===== config.mk =====
export PLATFORM = sky130hd
export DESIGN_NAME = dmem_copy_master
export DESIGN_NICKNAME = d
export VERILOG_FILES = /design/src/rtl/dmem_copy_master.sv
export SDC_FILE = /design/constraint.sdc
export NUM_CORES = 1
export LEC_CHECK = 0
export BUFFER_PORTS_ARGS = -buffer_cell sky130_fd_sc_hd__buf_2
export CORE_AREA = 2 2 100 78
export CTS_BUF_LIST = sky130_fd_sc_hd__clkbuf_8 sky130_fd_sc_hd__clkbuf_16
export CTS_CLUSTER_DIAMETER = 60
export DETAILED_ROUTE_END_ITERATION = 8
export DIE_AREA = 0 0 102 80
export HOLD_SLACK_MARGIN = 0.03
export PLACE_DENSITY = 0.74
export SLEW_MARGIN = 0
export SYNTH_ARGS = -nofsm -noshare
export SYNTH_HDL_FRONTEND = slang
export SYNTH_SLANG_ARGS = --single-unit

===== constraint.sdc =====
create_clock -name clk -period 4.4 [get_ports clk]
set_clock_uncertainty 0.15 [all_clocks]
set_input_delay 0.44 -clock clk [delete_from_list [all_inputs] [get_ports clk]]
set_output_delay 0.44 -clock clk [all_outputs]
set_load 0.01 [all_outputs]

===== src/rtl/dmem_copy_master.sv =====
`default_nettype none
// ============================================================================
// Module   : dmem_copy_master
// Purpose  : Memory-side initiator that copies a block of DW-bit words from
//            src_addr to dst_addr in the single-cycle data memory.
//            Each word takes one READ cycle followed by one WRITE cycle.
//            A one-cycle done pulse marks completion.
// Ports    : clk, reset        - clock, synchronous active-high reset
//            start             - copy request, accepted only in IDLE
//            src_addr/dst_addr - first source/destination word address
//            length            - number of words (0 gives an immediate done)
//            busy, done        - status outputs
//            memread/memwrite/address/writedata/readdata - memory port
//            checksum          - sum of copied words (DMEM_COPY_CHECKSUM_EN)
// Options  : `define DMEM_COPY_CHECKSUM_EN adds the checksum accumulator/port
// Revision : 1.0 - initial release
// ============================================================================
module dmem_copy_master #(
  parameter int AW = 8,
  parameter int DW = 32
) (
  input  logic          clk,
  input  logic          reset,
  input  logic          start,
  input  logic [AW-1:0] src_addr,
  input  logic [AW-1:0] dst_addr,
  input  logic [AW-1:0] length,
  output logic          busy,
  output logic          done,
  output logic          memread,
  output logic          memwrite,
  output logic [AW-1:0] address,
  output logic [DW-1:0] writedata,
  input  logic [DW-1:0] readdata
`ifdef DMEM_COPY_CHECKSUM_EN
  ,
  output logic [DW-1:0] checksum
`endif
);

  localparam logic [AW-1:0] c_one = {{(AW-1){1'b0}}, 1'b1};

  typedef enum logic [1:0] {
    S_IDLE  = 2'd0,
    S_READ  = 2'd1,
    S_WRITE = 2'd2,
    S_DONE  = 2'd3
  } state_t;

  state_t        state_q, state_d;
  logic [AW-1:0] src_q, src_d;
  logic [AW-1:0] dst_q, dst_d;
  logic [AW-1:0] len_q, len_d;
  logic [AW-1:0] idx_q, idx_d;
  logic [DW-1:0] data_q, data_d;
`ifdef DMEM_COPY_CHECKSUM_EN
  logic [DW-1:0] cs_q, cs_d;
`endif

  always_ff @(posedge clk) begin
    if (reset) begin
      state_q <= S_IDLE;
      src_q   <= '0;
      dst_q   <= '0;
      len_q   <= '0;
      idx_q   <= '0;
      data_q  <= '0;
`ifdef DMEM_COPY_CHECKSUM_EN
      cs_q    <= '0;
`endif
    end else begin
      state_q <= state_d;
      src_q   <= src_d;
      dst_q   <= dst_d;
      len_q   <= len_d;
      idx_q   <= idx_d;
      data_q  <= data_d;
`ifdef DMEM_COPY_CHECKSUM_EN
      cs_q    <= cs_d;
`endif
    end
  end

  // Next-state logic
  always_comb begin
    state_d = state_q;
    src_d   = src_q;
    dst_d   = dst_q;
    len_d   = len_q;
    idx_d   = idx_q;
    data_d  = data_q;
`ifdef DMEM_COPY_CHECKSUM_EN
    cs_d    = cs_q;
`endif
    case (state_q)
      S_IDLE: begin
        if (start) begin
          src_d   = src_addr;
          dst_d   = dst_addr;
          len_d   = length;
          idx_d   = '0;
`ifdef DMEM_COPY_CHECKSUM_EN
          cs_d    = '0;
`endif
          state_d = (length != '0) ? S_READ : S_DONE;
        end
      end
      S_READ: begin
        data_d  = readdata;
        state_d = S_WRITE;
      end
      S_WRITE: begin
`ifdef DMEM_COPY_CHECKSUM_EN
        cs_d = cs_q + data_q;
`endif
        // len_q is non-zero whenever WRITE is reached, so len_q-1 cannot wrap.
        if (idx_q == len_q - c_one) begin
          state_d = S_DONE;
        end else begin
          idx_d   = idx_q + c_one;
          state_d = S_READ;
        end
      end
      S_DONE: begin
        state_d = S_IDLE;
      end
      default: begin
        state_d = S_IDLE;
      end
    endcase
  end

  // Outputs decode purely from registered state, so no input reaches an
  // output combinationally; address/writedata are zero outside transfers.
  always_comb begin
    busy      = 1'b0;
    done      = 1'b0;
    memread   = 1'b0;
    memwrite  = 1'b0;
    address   = '0;
    writedata = '0;
    case (state_q)
      S_READ: begin
        busy    = 1'b1;
        memread = 1'b1;
        address = src_q + idx_q;
      end
      S_WRITE: begin
        busy      = 1'b1;
        memwrite  = 1'b1;
        address   = dst_q + idx_q;
        writedata = data_q;
      end
      S_DONE: begin
        done = 1'b1;
      end
      default: begin
      end
    endcase
  end

`ifdef DMEM_COPY_CHECKSUM_EN
  assign checksum = cs_q;
`endif

endmodule
`default_nettype wire


==> results.json, run 1 <==
{
  "status": "finished clean",
  "gp_congestion": 0.864,
  "first_global_vias": 2811,
  "htreeDepth": 3,
  "busiest_layer": "met2",
  "hold_class": "input port to register",
  "async_flop_share": 0,
  "synth_top_cell_by_area": "dfxtp_1",
  "use_met2": 0.309,
  "maxCapViolations": 0,
  "synth_commonest_cells": "dfxtp_1 (66), nand2_1 (56), nor2_1 (43), mux2i_1 (35)",
  "antenna_cells": 0,
  "detail_route.vias_per_cell": 5.00,
  "syn_to_final_growth_pct": 25.2,
  "rsz0062_at_grt": "false",
  "synth_edf_count": 0,
  "leakagePower_nw": 1.90,
  "start_util": 0.467,
  "antenna_found_initial": 0,
  "synthDominantCellAreaShare": 0.395,
  "dieHeight_um": 80,
  "die_area_mm2": 0.00816,
  "core-area_mm2": 0.00716,
  "setup_violations": 0,
  "worstPathArrival_ns": 3.36,
  "portBuffers": 102,
  "drt_iter0_markers": 220,
  "netlist-cell-type-count": 41,
  "ant_nets": 0,
  "root_buffer": "clkbuf_8",
  "worstPathBufferInverterCount": 2,
  "grt_max_degree": 61,
  "maxSlewHeadroom": 0.286,
  "post_synth.cell_area_avg_um2": 8.44,
  "avgRoutedWirePerCell_um": 13.1,
  "netlist_area_mm2": 0.00334,
  "synth_ff_type": "dfxtp_1",
  "finalNetCount": 562,
  "cts_tree": "built",
  "cts_sinks": 66,
  "yosys_warnings": 0,
  "fin_tns_setup_ns": 0,
  "ys_seq_elements": 66,
  "grt_overflow": 0,
  "register_area_mm2": 0.00132,
  "layout_worst_path_cycle_share": 0.898,
  "fp-row-count": 27,
  "hold_viol_final": 0,
  "yosysMostFrequentCell": "dfxtp_1",
  "numCtsBuffers": 9,
  "fin_crit_ns": 3.95,
  "fin_cells": 595,
  "cp_max_fo": 7,
  "track_usage": 0.198,
  "critPathCaptureType": "output pin",
  "routed_wl_mm": 7.82,
  "slowest_delay_ns": 0.51,
  "cts-resized-gates": 0,
  "powerDensity_mw_per_mm2": 518,
  "crit_chain": "inv_1 > ha_1 > mux2_2 > ha_1 > a21o_1 > a21oi_1 > o21ai_0 > a2111oi_0 > o21ai_0 > a21oi_1 > buf_2",
  "drtPass1Iterations": 5,
  "grt_use_met3": 0.0613,
  "synth_cells": 396,
  "vias": 2974,
  "postCtsHoldBufs": 0,
  "crit_path_start_kind": "register",
  "clk-insertion-delay-late_ns": 0.33,
  "dp_hpwl_mm": 5.62,
  "cp.required_ns": 3.81,
  "worst_pin_slew_ns": 1.07,
  "finalMaxSlewViolations": 0,
  "drc": 0,
  "cts_setup_buffers": 0,
  "met1_usage": 0.262,
  "multi_input_area_mm2": 0.00189,
  "ios": 103,
  "syn_nets": 469,
  "ys_seq_area_frac": 0.395,
  "dp.cells": 579,
  "fmax_mhz": 253,
  "grt_pass1_wl_mm": 12.7,
  "n_fill_cell": 704,
  "yosys-top-cells-area": "dfxtp_1 (40%), mux2i_1 (10%), and2_1 (6.4%)",
  "clock_path_buffers": 2,
  "post_route_cells_drive_above_1_share": 0.267,
  "die_w_um": 102,
  "path_delay_family": "compound AO/OA/AOI/OAI gates",
  "irDropWorstVdd_uv": 230,
  "clkTransAtPathRegs_ns": 0.08,
  "critPathKind": "register to output pin",
  "critPathSlowestCell": "a2111oi_0"
}
==> final timing paths <==
kind / from / end / slack [ns] / cells after the start
setup / recovery: state_q[0] / address[7] / 0.45 / 11
setup reg to reg: state_q[0] / idx_q[5] / 1.65 / 8
hold / removal: readdata[17] / data_q[17] / 0.18 / 3
hold reg to reg: dst_q[7] / dst_q[7] / 0.30 / 2
==> cell families after synthesis <==
logic type / after synthesis / synth area share
flops: 66 / 0.395
simple gates: 168 / 0.246
mux: 42 / 0.128
compound gates: 59 / 0.105
fa+ha+maj: 14 / 0.0547
xor+xnor: 12 / 0.0315
buf+inv: 35 / 0.0393
==> tightest hold or removal path, delay by kind of cell <==
kind          cells  cell delay, ns
buf+inv           1            0.07
mux               1            0.05
simple gates      1            0.07
==> per-layer routing <==
layer / share of wire / up-vias / routed length, um
met1: 0.47 / 1357 / 3700
met3: 0.061 / 5 / 480
met2: 0.46 / 94 / 3570
li1: - / 1518 / -
met4: 0.0084 / 0 / 66
met5: 0 / - / 0
==> through the flow <==
| stage | total power, mW | instance area, um^2 | worst slack (ns) | util | hold slack (ns) |
|---|---|---|---|---|---|
| after global placement | 1.48 | 3910 | 1.00 | 0.546 | 0.291 |
| after detailed placement | 1.50 | 3910 | 0.895 | 0.546 | 0.296 |
| after global routing | 2.31 | 4180 | 0.0718 | 0.584 | 0.170 |
| final | 2.17 | 4180 | 0.448 | 0.584 | 0.185 |
| after CTS | 2.19 | 4180 | 0.478 | 0.584 | 0.162 |
| after floorplan | 1.31 | 3340 | 0.862 | - | 0.283 |
==> flip-flops by register name, summed over array words and instances (netlist names) <==
name,count
len_q,8
idx_q,8
data_q,32
dst_q,8
state_q,2
src_q,8
==> power by group <==
group | switching (mW) | internal [mW] | total (mW)
Combinational | 0.407 | 0.302 | 0.709
Clock | 0.235 | 0.451 | 0.686
Sequential | 0.0679 | 0.704 | 0.772
==> final cells by class <==
cell class	count	area share
multi-input cells	295	0.452
clock inverters	6	0.0326
well taps	101	0.0302
repair buffers	103	0.124
flip-flops and latches	66	0.316
clock buffers	10	0.0329
inverters	14	0.0126
==> cell usage in the layout, fill, tap and decap left out, drive strengths merged, types with 4 or more instances in the layout <==
cell,instances
buf,103
dfxtp,66
nand2,56
nor2,43
mux2i,35
a21oi,34
and2,34
inv,15
ha,13
clkbuf,10
xnor2,9
o21ai,8
mux2,7
nor3,6
nor2b,5
or4,4
bufinv,4
No activity file was read; power rests on OpenSTA's default activity.
==> inputs of run 2 (changes only) <==
--- a/config.mk
+++ b/config.mk
@@ -6,4 +6,5 @@
 export NUM_CORES = 1
 export LEC_CHECK = 0
+export ABC_CLOCK_PERIOD_IN_PS = 4400
 export BUFFER_PORTS_ARGS = -buffer_cell sky130_fd_sc_hd__buf_2
 export CORE_AREA = 2 2 100 78
==> constraint.sdc (replaced) <==
create_clock -name clk -period 4.4 [get_ports clk]
set_clock_uncertainty 0.15 [all_clocks]
set_input_delay 1.32 -clock clk [delete_from_list [all_inputs] [get_ports clk]]
set_output_delay 1.32 -clock clk [all_outputs]
set_load 0.01 [all_outputs]
==> results.json, run 2 (same netlist as run 1, synthesis figures left out) <==
{
  "status": "finished clean",
  "met1_usage": 0.242,
  "layout_worst_path_cycle_share": 0.959,
  "p_total_mw": 1.97,
  "final_cell_mix": "buf_2 (102), dfxtp_1 (64), nand2_1 (56)",
  "sequentialPowerShare": 0.396,
  "n_fill_cell": 693,
  "root_buffer": "clkbuf_8",
  "clk-insertion-delay-late_ns": 0.33,
  "pwr-share-clk": 0.233,
  "slowest_delay_ns": 0.35,
  "rr_endpoint": "idx_q[5]",
  "power.internal_mw": 1.26,
  "clock_path_buffers": 2,
  "busiest_layer": "met2",
  "r2r_start": "len_q[0]",
  "multi_input_area_mm2": 0.00193,
  "leakagePower_nw": 1.88,
  "fin_crit_ns": 4.22,
  "rsz0062_at_grt": "false",
  "portBuffers": 102,
  "fin_area_mm2": 0.00416,
  "postCtsHoldBufs": 0,
  "p_comb_frac": 0.371,
  "dp_hpwl_mm": 6.02,
  "routed_wl_mm": 8.17,
  "core-area_mm2": 0.00716,
  "fin_util": 0.581,
  "finalMaxSlewViolations": 0,
  "critPathKind": "register to output pin",
  "numCtsBuffers": 9,
  "maxSlewHeadroom": 0.626,
  "ff2ff_setup_slack_ns": 1.99,
  "power.switching_mw": 0.707,
  "fin_ws_ns": 0.181,
  "fmax_mhz": 237,
  "grt_pass1_wl_mm": 12.8,
  "grt_overflow": 0,
  "die_w_um": 102,
  "syn_to_final_growth_pct": 24.6,
  "critPathCaptureType": "output pin",
  "final_common_cell": "buf_2",
  "hold_viol_final": 0,
  "switching_share": 0.359,
  "drt_iter0_markers": 73,
  "irDropWorstVdd_uv": 211,
  "cts_sinks": 66,
  "antenna_found_initial": 0,
  "drtPass1Iterations": 4,
  "cp.required_ns": 2.93,
  "min-delay-start": "dst_q[7]",
  "avgRoutedWirePerCell_um": 13.7,
  "fin_cells": 597,
  "gp_congestion": 0.820,
  "register_area_mm2": 0.00132,
  "worst_pin_slew_ns": 0.561,
  "finalNetCount": 566,
  "preCtsSetupSlack_ns": 0.153,
  "holdWs_ns": 0.304,
  "use_met2": 0.343,
  "track_usage": 0.202,
  "crit_path_start_kind": "register",
  "powerDensity_mw_per_mm2": 473,
  "post_route_cells_drive_above_1_share": 0.284,
  "fp-row-count": 27,
  "clkTransAtPathRegs_ns": 0.07,
  "fin_tns_setup_ns": 0,
  "cts_tree": "built",
  "first_global_vias": 2872,
  "largest_reg_flops": 32,
  "worstPathBufferInverterCount": 2,
  "htreeDepth": 3,
  "cp_max_fo": 5,
  "r2r_cells": 8,
  "grt_use_met3": 0.0508,
  "die_area_mm2": 0.00816,
  "maxCapViolations": 0,
  "worstPathArrival_ns": 2.75,
  "hold_class": "register to register",
  "crit_cells": 11,
  "antenna_cells": 0,
  "vias": 3011,
  "path_delay_family": "compound AO/OA/AOI/OAI gates",
  "largest_register": "data_q",
  "place_area_mm2": 0.00394,
  "ant_nets": 0,
  "dp.cells": 583,
  "holdPathEnd": "dst_q[7]",
  "critPathSlowestCell": "mux2_2",
  "crit_chain": "inv_2 > ha_4 > mux2_2 > ha_1 > a21o_1 > a21oi_2 > o21ai_2 > a2111oi_4 > o21ai_1 > a21oi_1 > buf_2",
  "grt_max_degree": 41,
  "drc": 0,
  "dieHeight_um": 80,
  "detail_route.vias_per_cell": 5.04,
  "setup_violations": 0,
  "start_util": 0.467,
  "ios": 103,
  "whs_path_depth": 2
}
==> run 2: cell types whose count changed in the layout (fill, tap and decap cells not counted), sizes merged <==
| cell | previous run | this run |
|---|---|---|
| clkbuf | 10 | 12 |
| bufinv | 4 | 0 |
| buf | 103 | 107 |
| inv | 15 | 14 |
| clkinv | 0 | 1 |
==> run 2: area by class of cell <==
cell class / instances / area share
sequential: 66 / 0.318
timing repair buffer: 107 / 0.133
multi-input combinational: 295 / 0.464
inverter: 14 / 0.0126
tap: 101 / 0.0304
clock inverter: 2 / 0.00301
clock buffer: 12 / 0.0397
==> run 2: repair_timing <==
item / in CTS / in global routing
setup endpoints to repair: 2 / 2
pin swaps: 2 / 3
resized for setup: 5 / 9
hold endpoints to repair: 0 / 0
buffers inserted: 0 / 0
gates cloned: 0 / 0
==> run 2: power by group through the flow <==
stage | clock [mW] | combinational, mW | sequential [mW]
after floorplan | 0 | 0.542 | 0.765
after detailed placement | 0 | 0.723 | 0.788
after CTS | 0.468 | 0.732 | 0.778
final | 0.459 | 0.730 | 0.779
after global routing | 0.499 | 0.812 | 0.792
after global placement | 0 | 0.701 | 0.781
==> run 2: worst max path at each step <==
stage / startpoint / end / slack, ns
floorplan: state_q[0] / address[7] / 0.08
global placement: state_q[0] / address[7] / 0.22
detailed placement: state_q[0] / address[7] / 0.15
CTS: state_q[0] / address[7] / 0.04
global route: state_q[0] / address[7] / 0.01
finish: state_q[0] / address[7] / 0.18
==> run 2: metal layers <==
metal / vias up / routed length [um]
met1: 1392 / 3740
met5: - / 0
li1: 1524 / -
met2: 84 / 3810
met4: 0 / 122
met3: 11 / 497
==> run 2: tightest hold or removal path, cell delays in order, from the launching register on <==
cell     delay [ns]
dfxtp_1        0.31
nand2_1        0.05
a21oi_1        0.05
